===== src/rtl/sram_controller.sv =====
// Wait-state bridge from the MEM stage to a 16-bit asynchronous SRAM.
// Each 32-bit word is split into two half-word accesses; ready low freezes the pipeline.
module sram_controller #(
  parameter int unsigned BASE_ADDR   = 1024,
  parameter int unsigned SRAM_AW     = 18,
  parameter int unsigned WAIT_CYCLES = 2
) (
  input  logic               clk,
  input  logic               rst,
  input  logic               rd_en,
  input  logic               wr_en,
  input  logic [31:0]        address,
  input  logic [31:0]        write_data,
  output logic [31:0]        read_data,
  output logic               ready,
  output logic [SRAM_AW-1:0] sram_addr,
  output logic [15:0]        sram_data_out,
  output logic               sram_data_oe,
  input  logic [15:0]        sram_data_in,
  output logic               sram_we_n,
  output logic               sram_oe_n
);

  localparam int unsigned CW = (WAIT_CYCLES > 1) ? $clog2(WAIT_CYCLES) : 1;
  localparam logic [CW-1:0] LAST = CW'(WAIT_CYCLES - 1);

  typedef enum logic [1:0] {IDLE, LO, HI, DONE} state_e;

  state_e             state_q, state_d;
  logic [CW-1:0]      cnt_q, cnt_d;
  logic [SRAM_AW-2:0] word_q, word_d;
  logic [31:0]        wdata_q, wdata_d;
  logic [31:0]        rdata_q, rdata_d;
  logic               wr_q, wr_d;
  logic               req, last, hi_half;

  assign req       = rd_en | wr_en;
  assign last      = (cnt_q == LAST);
  assign hi_half   = (state_q == HI);
  assign read_data = rdata_q;

  always_comb begin
    state_d       = state_q;
    cnt_d         = cnt_q;
    word_d        = word_q;
    wdata_d       = wdata_q;
    wr_d          = wr_q;
    rdata_d       = rdata_q;
    ready         = 1'b1;
    sram_addr     = '0;
    sram_data_out = '0;
    sram_data_oe  = 1'b0;
    sram_we_n     = 1'b1;
    sram_oe_n     = 1'b1;
    case (state_q)
      IDLE: begin
        if (req) begin
          ready   = 1'b0;
          word_d  = (SRAM_AW-1)'((address - 32'(BASE_ADDR)) >> 2);
          wdata_d = write_data;
          wr_d    = wr_en;
          cnt_d   = '0;
          state_d = LO;
        end
      end
      LO, HI: begin
        ready     = 1'b0;
        sram_addr = {word_q, hi_half};
        if (wr_q) begin
          sram_data_oe  = 1'b1;
          sram_data_out = hi_half ? wdata_q[31:16] : wdata_q[15:0];
          // The final cycle of each half keeps data and address stable with the strobe released.
          sram_we_n     = last;
        end else begin
          sram_oe_n = 1'b0;
          if (last) begin
            if (hi_half) rdata_d[31:16] = sram_data_in;
            else         rdata_d[15:0]  = sram_data_in;
          end
        end
        if (last) begin
          cnt_d   = '0;
          state_d = hi_half ? DONE : HI;
        end else begin
          cnt_d = cnt_q + 1'b1;
        end
      end
      DONE:    state_d = IDLE;
      default: state_d = IDLE;
    endcase
  end

  always_ff @(posedge clk or posedge rst) begin
    if (rst) begin
      state_q <= IDLE;
      cnt_q   <= '0;
      word_q  <= '0;
      wdata_q <= '0;
      rdata_q <= '0;
      wr_q    <= 1'b0;
    end else begin
      state_q <= state_d;
      cnt_q   <= cnt_d;
      word_q  <= word_d;
      wdata_q <= wdata_d;
      rdata_q <= rdata_d;
      wr_q    <= wr_d;
    end
  end

endmodule


===== config.mk =====
export PLATFORM = sky130hd
export DESIGN_NAME = sram_controller
export DESIGN_NICKNAME = d
export VERILOG_FILES = /design/src/rtl/sram_controller.sv
export SDC_FILE = /design/constraint.sdc
export NUM_CORES = 1
export LEC_CHECK = 0
export CORE_UTILIZATION = 40
export CTS_BUF_LIST = sky130_fd_sc_hd__clkbuf_8
export DETAILED_ROUTE_END_ITERATION = 8
export HOLD_SLACK_MARGIN = 0.05
export PLACE_DENSITY = 0.78
export SETUP_SLACK_MARGIN = 0.4
export SLEW_MARGIN = 20
export SYNTH_ARGS = -nofsm -noshare
export SYNTH_HDL_FRONTEND = slang
export SYNTH_SLANG_ARGS = --single-unit

===== constraint.sdc =====
create_clock -name clk -period 2.7 [get_ports clk]
set_input_delay 0.54 -clock clk [delete_from_list [all_inputs] [get_ports clk]]
set_output_delay 0.54 -clock clk [all_outputs]
set_load 0.05 [all_outputs]

==> qor.yml, run 1 <==
final_nets: 607
hold_path.class: "flop to flop"
antenna_cells: 0
dp.final_hpwl_um: 6870
die_h_um: 98.7
regToRegSetupSlack_ns: 0.83
m1WireLength_um: 4230
drv_cap: 0
worstSetupEndpointType: "primary output"
hold_viol: 0
drtIter0Drc: 92
clk_latency_ns: 0.34
clock_skew_ns: 0.00985
p_per_area_mw_per_mm2: 1540
top_level_ports: 154
cpPeakStageDelay_ns: 0.49
worstPathRequired_ns: 2.16
dieArea_mm2: 0.00974
start_util_pct: 42.1
clockBufferDepth: 2
place_inst: 610
core_area_mm2: 0.00889
syn_to_final_growth_pct: 62.9
slew_headroom_pct: 56.2
placed_area_mm2: 0.00573
power.leakage_nw: 2.70
design_area_mm2: 0.00609
gp_congestion: 0.751
setup-tns-final_ns: 0
synth.avg_cell_area_um2: 10.1
crit_chain: "clkdlybuf4s50_1 -> or3b_4 -> o21ai_4 -> buf_12"
layout-drive-gt1-share_pct: 25.4
routedWlPerCell_um: 15.0
io_buffers: 138
critPathArrivalTime_ns: 1.72
layout_commonest_cell: "nand2_1"
ir_worst_vdd_uv: 1010
synth_top_area_cell: "dfrtp_1"
clock_tree.root_cell: "clkbuf_8"
num_rows: 34
grt_pass1_wl_um: 15300
htreeDepth: 3
first_pass_iters: 9
clock_sinks: 85
netlist_area_mm2: 0.00374
crit_path_start_kind: "input pin"
cts_tree: "yes"
vias_per_cell: 4.84
clk_pin_slew_ns: 0.08
wl_um: 9500
worstSetupPathType: "input pin to primary output"
fill_cells: 680
synth_seq_cells: 85
antenna_found_initial: 0
numCtsBuffers: 9
grt_pass1_vias: 3084
fmax_ghz: 0.443
layout_common_cells: "nand2_1 (129), clkdlybuf4s50_1 (100), dfrtp_1 (85), buf_12 (41), mux2_2 (32)"
ys_warn_count: 0
crit_fanout: 4
worst_pin_slew_ns: 0.656
route.met3.wl_um: 492
netlist-cell-type-count: 30
fin_ws_ns: 0.442
rsz0062_at_grt: "yes"
drc_errors: 1
syn_inst: 371
pre_cts_slack_ns: 0.258
detail-route-antenna-nets: 0
fin_crit_ns: 2.26
period_share_pct: 83.6
num_vias: 3059
violations: "design-rule violations"
highest_layer: "met4"
die_x_um: 98.7
wl_met2_um: 4720
grt-ovfl-total: 0
grt_use_total_pct: 20.2
synth_nets: 459
setup_viol: 0
synth_top_area_share_pct: 56.9
status: "complete, but fails checks"
synth_area_leaders: "dfrtp_1 (57%), nand2_1 (13%), mux2_2 (9.6%)"
hold-worst-slack_ns: 0.476
seq_area_frac_synth_pct: 56.9
grt_max_degree: 32
instances_no_fill: 632
slowest_stage: "clkdlybuf4s50_1"
slew_violations: 0
[final cells by class]
type	count	area, um2	share of cell area, %
clock inverter	6	87.6	1.44
sequential	85	2130	34.9
clock buffer	10	138	2.26
timing repair buffer	155	1950	32.0
multi-input combinational	261	1630	26.7
inverter	7	30.0	0.493
tap	108	135	2.22
[metrics by stage]
stage,utilization [%],power (mW)
6_report,68.5,9.38
5_1_grt,68.5,9.84
4_1_cts,68.3,9.40
3_5_place_dp,64.4,8.18
3_3_place_gp,64.4,8.04
2_1_floorplan,-,5.71
[cells in the mapped netlist]
library cell  count
clkbuf_1         12
or4_4             1
mux2i_1          16
or4_1             3
nor2_1           24
o21a_1            1
buf_2             6
and2_1           17
ha_1              4
nor3b_1           2
nand3b_1          1
nor2b_1           1
nor3_2            1
dfrtp_1          85
o211ai_1          1
mux2_2           32
o21ai_0           7
a31oi_1           5
or2_2             1
nand2b_1          3
nand3_1           1
or3b_2            1
or3_2             1
a21oi_1           1
or3_1             2
a22o_1            1
inv_1             7
o31ai_1           3
nand2_1         130
xnor2_1           1
[worst paths after layout]
check / startpoint / endpoint / depth (start not counted)
min in group asynchronous: rst / wdata_q[3] / 2
hold / removal: word_q[2] / word_q[2] / 2
setup reg to reg: state_q[1] / read_data[13] / 7
setup / recovery: rd_en / ready / 4
max in group asynchronous: rst / wdata_q[31] / 3
hold reg to reg: word_q[2] / word_q[2] / 2
[repair_timing]
item / in CTS / in global routing
buffers inserted: 4 / 1
setup endpoints to repair: 26 / 14
hold buffers: 0 / 0
gates resized for setup: 18 / 8
gates cloned: 1 / 0
pin swaps: 2 / 1
[logic make-up (layout without fill, tap and decap cells)]
group	Yosys count	in the layout	synth area share (%)
buffers and inverters	25	178	2.71
flip-flops	85	85	56.9
AND/OR/NAND/NOR	189	189	21.8
multiplexers	48	48	13.9
XOR/XNOR	1	1	0.234
adder cells (fa/ha/maj)	4	4	1.34
AO/OA/AOI/OAI	19	19	3.14
[worst max-delay path: cells and delay by family]
family	cells	cell delay, ns
buffers and inverters	2	0.64
AND/OR/NAND/NOR	1	0.44
AO/OA/AOI/OAI	1	0.09
[metal layers]
metal | vias to the layer above | global-route usage (%)
met5 | - | 0
met4 | 0 | 5.40
met3 | 4 | 4.68
met2 | 112 | 34.6
met1 | 1446 | 26.0
li1 | 1497 | -
[state kept, by name, summed over array words and instances (netlist names)]
name       cells
wr_q           1
state_q        2
word_q        17
read_data     32
cnt_q          1
wdata_q       32
[power breakdown]
part           switching (mW)  leakage [nW]  total, mW  internal [mW]
Sequential              0.340          1.02       2.25           1.91
Combinational            3.54          1.57       6.13           2.59
Clock                   0.454         0.110      0.998          0.545
No activity file was read; power rests on OpenSTA's default activity.
==> run 2, diff against run 1 <==
Clock period 2.7 ns to 1.8 ns, I/O delays scaled along.
==> run 2 against run 1 <==
The run ends with negative setup slack left. Worst setup slack worse by 0.84 ns. Via count is 24% higher. Hold slack worse by 0.056 ns. Global-route usage is 8.9 points higher. Clock skew is 0.0059 ns higher. Sequential power is 73% higher. Combinational power is 130% higher. Sequential cell count stayed put. Critical path depth is 2 higher. Largest cell class is now non-clock buffers. Highest routed layer unchanged.
==> qor.yml, run 2 (synthesis gave the netlist of run 1 again) <==
utilization_pct: 89.6  # +21 points
cts_tree: "yes"
routedWlPerCell_um: 23.2  # +54%
critPathArrivalTime_ns: 1.83  # +0.11 ns
m1WireLength_um: 5850  # +38%
cp_num_cells: 6  # +2
drv_cap: 0  # unchanged
first_pass_iters: 4  # -5
clock_tree.root_cell: "clkbuf_8"
io_buffers: 138  # unchanged
violations: "negative setup slack"
design_area_mm2: 0.00797  # +31%
grt_max_degree: 86  # +170%
core_area_mm2: 0.00889  # unchanged
layout-drive-gt1-share_pct: 66.8  # +41 points
worstSetupEndpointType: "primary output"
setup_viol: 58  # +58
drc_errors: 0  # -1
crit_top_cell: "buf_12"
cpPeakStageDelay_ns: 0.45  # -0.04 ns
crit_chain: "buf_6 -> ha_4 -> buf_12 -> mux2i_4 -> nor2_4 -> buf_12"
die_x_um: 98.7  # unchanged
dp.final_hpwl_um: 7230  # +5.2%
clockBufferDepth: 2  # unchanged
clk_pin_slew_ns: 0.10  # +0.02 ns
num_rows: 34  # unchanged
route.met3.wl_um: 680  # +38%
finalPower_mw: 19.4  # +110%
hold_path.class: "input pin to flop"
r2r_start: "state_q[1]"
worstSetupPathType: "flop to primary output"
worstPathRequired_ns: 1.44  # -0.72 ns
final_nets: 671  # +11%
numCtsBuffers: 9  # unchanged
setup-tns-final_ns: -17.10  # -17.10 ns
grt_use_total_pct: 29.2  # +8.9 points
crit_fanout: 6  # +2
crit_family: "buffers and inverters"
status: "complete, but fails checks"
syn_to_final_growth_pct: 113
htreeDepth: 3  # unchanged
reg2reg_depth: 8  # +1
die_h_um: 98.7  # unchanged
drtIter0Drc: 125  # +36%
placed_area_mm2: 0.00605  # +5.7%
p_per_area_mw_per_mm2: 2430  # +58%
clock_sinks: 85  # unchanged
dieArea_mm2: 0.00974  # unchanged
startpoint: "state_q[1]"
wl_um: 16100  # +70%
top_level_ports: 154  # unchanged
power.leakage_nw: 3.57  # +32%
grt_pass1_vias: 3949  # +28%
crit_path_start_kind: "flop"
slew_headroom_pct: 68.0  # +12 points
fin_crit_ns: 2.19
rsz0062_at_grt: "yes"
period_share_pct: 122
vias_per_cell: 5.44  # +12%
holdPathStages: 4  # +2
detail-route-antenna-nets: 0  # unchanged
wl_met2_um: 9070  # +92%
antenna_cells: 0  # unchanged
clock_skew_ns: 0.0157  # +0.00586 ns
start_util_pct: 42.1  # unchanged
ir_worst_vdd_uv: 2110  # +110%
critPathBufInv: 3  # +1
antenna_found_initial: 0  # unchanged
fin_ws_ns: -0.393  # -0.835 ns
gp_congestion: 0.751  # about the same
slowest_stage: "dfrtp_1"
clk_latency_ns: 0.36  # +0.02 ns
layout_common_cells: "dfrtp_1 (85), nand2_2 (72), clkdlybuf4s50_1 (61), buf_12 (55), buf_4 (50)"
layout_commonest_cell: "dfrtp_1"
num_vias: 3778  # +24%
highest_layer: "met4"
worst_pin_slew_ns: 0.477  # -0.179 ns
grt-ovfl-total: 0  # unchanged
fmax_ghz: 0.456
hold_viol: 0  # unchanged
grt_pass1_wl_um: 21300  # +40%
slew_violations: 0  # unchanged
hold_start: "address[16]"
==> run 2: cell count changes in the layout (fill, tap and decap cells not counted), sizes merged <==
cell	previous run	this run
buf	54	152
clkdlybuf4s50	100	61
dlygate4sd2	0	3
bufinv	2	0
clkbuf	11	13
clkdlybuf4s15	0	1
clkinv	1	2
clkinvlp	3	2
inv	7	6
o21a	1	2
==> run 2: cell type report <==
type                            count  area (um2)
Clock inverter                      3        18.8
Timing Repair Buffer              218        2880
Inverter                            7        33.8
Sequential cell                    85        2130
Multi-Input combinational cell    262        2610
Fill cell                         337         926
Tap cell                          108         135
Clock buffer                       12         165
==> run 2: layer usage <==
| layer | vias to the layer above | GRT usage [%] |
|---|---|---|
| met2 | 150 | 54.3 |
| met1 | 1947 | 33.6 |
| li1 | 1641 | - |
| met4 | 0 | 11.9 |
| met5 | - | 0 |
| met3 | 40 | 4.18 |
==> run 2: final timing paths <==
path                       slack (ns)               end
setup / recovery                -0.39  sram_data_out[5]
hold / removal                   0.42        word_q[14]
setup reg to reg                -0.32      read_data[2]
hold reg to reg                  0.49         word_q[5]
max in group asynchronous        0.95              wr_q
min in group asynchronous        0.47        wdata_q[5]
==> run 2: metrics by stage <==
| step | setup slack [ns] | std cells | hold slack [ns] |
|---|---|---|---|
| final | -0.393 | 695 | 0.420 |
| after global routing | -0.425 | 695 | 0.422 |
| after CTS | -0.311 | 687 | 0.377 |
| after detailed placement | -0.215 | 625 | 0.458 |
| after global placement | -0.181 | 625 | 0.451 |
| after floorplan | -0.208 | 371 | 0.437 |
==> run 2: power breakdown <==
group | total (mW) | switching, mW | internal [mW] | leakage (nW)
Clock | 1.33 | 0.718 | 0.610 | 0.0986
Combinational | 14.1 | 7.20 | 6.93 | 2.45
Sequential | 3.90 | 1.03 | 2.87 | 1.02
==> run 2: worst reg2reg max path, delay by kind of cell (launching register included) <==
family | cells | cell delay, ns
adders and majority gates | 1 | 0.34
muxes | 1 | 0.31
buffers and inverters | 4 | 0.59
and+or+nand+nor | 2 | 0.33
DFF | 1 | 0.45
==> run 2: repair_timing <==
action	CTS	global route
gates cloned	15	1
endpoints found under the setup margin	112	123
hold buffers	0	0
resized for setup	164	121
pin swaps	85	14
setup buffers	32	7
